`src/rtl/seq_multiplier.sv`:
```
// Unsigned shift-and-add multiplier: one WIDTH-bit ripple adder, WIDTH iterations,
// valid/ready handshakes on both the operand and the product side.

module ripple_adder #(
  parameter int W = 32
) (
  input  logic [W-1:0] a,
  input  logic [W-1:0] b,
  input  logic         cin,
  output logic [W-1:0] sum,
  output logic         cout
);
  logic [W:0] c;

  assign c[0] = cin;

  for (genvar i = 0; i < W; i++) begin : g_fa
    assign sum[i]   = a[i] ^ b[i] ^ c[i];
    assign c[i + 1] = (a[i] & b[i]) | (c[i] & (a[i] ^ b[i]));
  end

  assign cout = c[W];
endmodule

// state | meaning
// IDLE  | in_ready high, waiting for operands
// RUN   | one add-and-shift per cycle, WIDTH cycles
// DONE  | product valid, held until out_ready
module seq_multiplier #(
  parameter int WIDTH = 32
) (
  input  logic                 clk,
  input  logic                 reset,
  input  logic                 in_valid,
  output logic                 in_ready,
  input  logic [WIDTH-1:0]     a,
  input  logic [WIDTH-1:0]     b,
  output logic                 out_valid,
  input  logic                 out_ready,
  output logic [2*WIDTH-1:0]   product,
  output logic                 busy
);
  localparam int CW = $clog2(WIDTH + 1);
  localparam logic [CW-1:0] LAST = CW'(WIDTH - 1);

  typedef enum logic [1:0] {IDLE, RUN, DONE} state_t;

  state_t           state;
  logic [WIDTH-1:0] mcand;
  logic [WIDTH-1:0] acc_hi;
  logic [WIDTH-1:0] acc_lo;
  logic [CW-1:0]    count;
  logic [WIDTH-1:0] addend;
  logic [WIDTH-1:0] sum;
  logic             cout;
  logic [WIDTH-1:0] nxt_hi;
  logic [WIDTH-1:0] nxt_lo;

  assign addend = acc_lo[0] ? mcand : '0;

  ripple_adder #(.W(WIDTH)) u_add (
    .a    (acc_hi),
    .b    (addend),
    .cin  (1'b0),
    .sum  (sum),
    .cout (cout)
  );

  // {cout,sum,acc_lo} >> 1: the carry lands in the accumulator MSB
  assign nxt_hi = {cout, sum[WIDTH-1:1]};
  assign nxt_lo = {sum[0], acc_lo[WIDTH-1:1]};

  always_ff @(posedge clk or posedge reset) begin
    if (reset) begin
      state     <= IDLE;
      in_ready  <= 1'b1;
      out_valid <= 1'b0;
      busy      <= 1'b0;
      product   <= '0;
      mcand     <= '0;
      acc_hi    <= '0;
      acc_lo    <= '0;
      count     <= '0;
    end else begin
      case (state)
        IDLE: begin
          if (in_valid && in_ready) begin
            mcand    <= a;
            acc_hi   <= '0;
            acc_lo   <= b;
            count    <= '0;
            in_ready <= 1'b0;
            busy     <= 1'b1;
            state    <= RUN;
          end
        end
        RUN: begin
          acc_hi <= nxt_hi;
          acc_lo <= nxt_lo;
          count  <= count + 1'b1;
          if (count == LAST) begin
            product   <= {nxt_hi, nxt_lo};
            out_valid <= 1'b1;
            busy      <= 1'b0;
            state     <= DONE;
          end
        end
        DONE: begin
          if (out_ready) begin
            out_valid <= 1'b0;
            in_ready  <= 1'b1;
            state     <= IDLE;
          end
        end
        default: begin
          in_ready  <= 1'b1;
          out_valid <= 1'b0;
          busy      <= 1'b0;
          state     <= IDLE;
        end
      endcase
    end
  end
endmodule
```
`config.mk`:
```
export PLATFORM = sky130hd
export DESIGN_NAME = seq_multiplier
export DESIGN_NICKNAME = d
export VERILOG_FILES = /design/src/rtl/seq_multiplier.sv
export SDC_FILE = /design/constraint.sdc
export NUM_CORES = 1
export LEC_CHECK = 0
export CAP_MARGIN = 20
export CORE_MARGIN = 4
export CORE_UTILIZATION = 55
export DETAILED_ROUTE_END_ITERATION = 10
export DONT_BUFFER_PORTS = 1
export PLACE_DENSITY = 0.78
export SLEW_MARGIN = 5
export SYNTH_ARGS = -nofsm -noshare
export SYNTH_HDL_FRONTEND = slang
export SYNTH_SLANG_ARGS = --single-unit
```
`constraint.sdc`:
```
create_clock -name clk -period 14.5 [get_ports clk]
set_clock_uncertainty 0.2 [all_clocks]
set_input_delay 1.45 -clock clk [delete_from_list [all_inputs] [get_ports clk]]
set_output_delay 1.45 -clock clk [all_outputs]
set_load 0.05 [all_outputs]
```
==> qor.csv <==
stage,metric,value,unit
worst_setup_path,critPathCaptureType,register,
synthesis,synth.distinct_cells,35,
sta,grt_setup_unrepaired,no,
worst_setup_path,crit_end,acc_hi[30]$_DFFE_PP0P_,
status,status,"finished, final reports clean",
synthesis,synthArstFlopShare,100.0,%
clocking,postCtsSetupBuffers,0,
worst_setup_path,cpPeakStageDelay,0.49,ns
route,wl_per_cell,18.10,µm
synthesis,syn-cell-area,0.007629,mm²
hold_path,hold_class,reg -> reg,
grt,antenna_found_initial,0,
sta,maxSlewHeadroom,32.37,%
route,post_drt_via_cell_ratio,5.687,
synthesis,synth_top_area_cell,dfrtp_1,
layout,synthToLayoutAreaGrowth,9.431,%
die,core_area,0.01340,mm²
synthesis,netlist_instances,702,
layout,multi_input_area,0.002950,mm²
sta,fin_crit_sh,95.12,%
clocking,clk_pin_slew,0.07,ns
worst_setup_path,r2r_end,acc_hi[30]$_DFFE_PP0P_,
route,dr.pass1.iters,4,
clocking,worstSkewPairLatency,0.42,ns
route,vias,4953,
synthesis,syn-num-nets,803,
sta,holdWs,0.2802,ns
pwr,ir_drop,0.00008372,V
worst_setup_path,worstPathMaxFanout,3,
layout,ff_latch_area,0.004280,mm²
synthesis,synth_area_leaders,"dfrtp_1 56%, fa_1 8.1%, nand2_1 8.0%",
route,wl,15.77,mm
sta,hold_violations,0,
sta,fin_tns_setup,0,ns
die,num_io_pins,135,
clocking,cts_buffers,17,
synthesis,synth_top_family_by_area,simple AND/OR/NAND/NOR gates,
synthesis,synth_compound_area_share,6.675,%
die,die_h,125.8,µm
synthesis,ys_ff_latch,171,
clocking,cts_resized,0,
clocking,cts_tree,done,
die,rows,42,
clocking,hold_buffers,0,
clocking,cts.sinks,171,
worst_setup_path,crit_top_cell,fa_1,
layout,fin_nets,783,
synthesis,yosysSeqAreaShare,56.11,%
worst_setup_path,slowest_stage,fa_1,
sta,maxSlewViolCount,0,
synthesis,yosys-top-cells-count,"170 x dfrtp_1, 163 x nand2_1, 66 x nand3_1, 65 x inv_1, 34 x o21ai_0",
synthesis,yosysWarnings,0,
synthesis,synth_area_per_cell,10.87,µm²
clocking,clockBufferDepth,2,
worst_setup_path,crit_type,reg -> reg,
grt,grt_usage,21.04,%
sta,setup_violations,0,
worst_setup_path,crit_required,14.57,ns
worst_setup_path,start_kind,register,
worst_setup_path,reg2regPathDepth,39,
sta,max_freq,72.51,MHz
synthesis,synth_xor_area_share,0.1148,%
synthesis,synth_top_area_share,55.77,%
grt,grt_max_degree,102,
sta,fin_crit,13.79,ns
pwr,power.density,113.2,mW/mm²
die,die_area,0.01582,mm²
die,start_util,56.93,%
place,io_buffers,0,
grt,overflow,0,
worst_setup_path,crit_start,acc_lo[0]$_DFFE_PP0P_,
synthesis,synth_edf_count,0,
clocking,h-tree-depth,4,
job,drv_cap,0,
worst_setup_path,rrSetupSlack,0.71,ns
synthesis,yosys.area_share.simple,13.73,%
grt,grt_pass1_vias,5344,
route,drc_errors,0,
synthesis,synth.mux.area_fraction,8.972,%
pwr,static-leakage-power,0.003598,µW
place,dp_hpwl,10.48,mm
synthesis,synth-adder-area-share,8.463,%
synthesis,synth_top_flop_cell,dfrtp_1,
die,die_x,125.8,µm
layout,drive_gt1_share,10.36,%
route,ant_nets,0,
synthesis,synth_most_common_cell,dfrtp_1,
layout,antenna_cells,0,
worst_setup_path,worstPathArrival,13.86,ns
worst_setup_path,rr_startpoint,acc_lo[0]$_DFFE_PP0P_,
sta,worst_slew_pin_slew,1.014,ns
route,drtIter0Drc,301,
layout,fill_cells,1082,
grt,grt_first_pass_wirelength,26.79,mm
clocking,cts-root-buf,clkbuf_16,
place,gp_congestion,0.8157,
## kinds of logic after synthesis
logic type | after synthesis
AO/OA/AOI/OAI | 79
XOR/XNOR | 1
adder cells (fa/ha/maj) | 33
buffers and inverters | 110
flip-flops | 171
multiplexers | 64
AND/OR/NAND/NOR | 244
## registers in the layout (all words and copies together), names as in the netlist
| name | cells |
|---|---|
| count | 6 |
| busy | 1 |
| mcand | 32 |
| acc_hi | 32 |
| acc_lo | 32 |
| state | 2 |
| in_ready | 1 |
| product | 64 |
| out_valid | 1 |
## through the flow
step / cell area [µm²] / total power (µW) / worst slack [ns] / utilization (%) / std cells
floorplan: 7629 / 493.7 / 1.132 / - / 702
global placement: 7745 / 496.1 / 0.9249 / 57.80 / 839
detailed placement: 7745 / 496.7 / 0.5973 / 57.80 / 839
CTS: 8348 / 951.4 / 0.5811 / 62.30 / 871
global route: 8348 / 976.4 / 0.1113 / 62.30 / 871
finish: 8348 / 944.9 / 0.7082 / 62.30 / 871
## routing by layer
layer  track usage [%]  vias to the layer above  wire length [µm]
met1             26.52                     2543              6581
met3             7.451                       22               973
li1                  -                     2256                 -
met2             34.24                      132              7872
met5                 0                        -                 0
met4             7.192                        0               341
## where the power goes
group          leakage [µW]  switching [µW]  internal (µW)
Combinational       0.00109            8.92          0.877
Sequential          0.00221               0            477
Clock              0.000289             189            269
Total               0.00360             198            747
## worst min path at each step
stage	slack (ns)	end	cells after the start	startpoint
after floorplan	0.24	mcand[0]$_DFFE_PP0P_	2	mcand[0]$_DFFE_PP0P_
after global placement	0.25	mcand[0]$_DFFE_PP0P_	2	mcand[0]$_DFFE_PP0P_
after detailed placement	0.26	mcand[30]$_DFFE_PP0P_	2	mcand[30]$_DFFE_PP0P_
after CTS	0.28	mcand[0]$_DFFE_PP0P_	2	mcand[0]$_DFFE_PP0P_
after global routing	0.30	mcand[24]$_DFFE_PP0P_	2	mcand[24]$_DFFE_PP0P_
final	0.28	mcand[0]$_DFFE_PP0P_	2	mcand[0]$_DFFE_PP0P_
## critical path, delay by kind of cell (launching register included)
family          cells  cell delay [ns]
flops               1             0.36
simple gates        1             0.13
compound gates      1             0.08
buf+inv             5             0.33
fa+ha+maj          32            12.51
## layout make-up
cell class / instances / share of cell area [%]
repair buffers: 6 / 0.5396
flip-flops and latches: 171 / 51.27
inverters: 65 / 2.983
clock buffers: 20 / 5.591
multi-input cells: 421 / 35.34
well taps: 176 / 2.638
clock inverters: 12 / 1.634
## cells in the final DEF, fill, tap and decap left out, drive strengths merged, types with 2 or more instances in the layout
cell type and instances:
fa 31, clkinvlp 3, clkinv 4, dfrtp 170, nand3 66, o31ai 2
mux2i 29, inv 68, a21o 2, clkbuf 20, buf 6, a22oi 32
mux2 35, nand2 163, and2 4, o21ai 34, nor2 3, bufinv 2
ha 2, nand2b 2, a21oi 3, o311ai 2
Power figures use the tool's default switching activity.
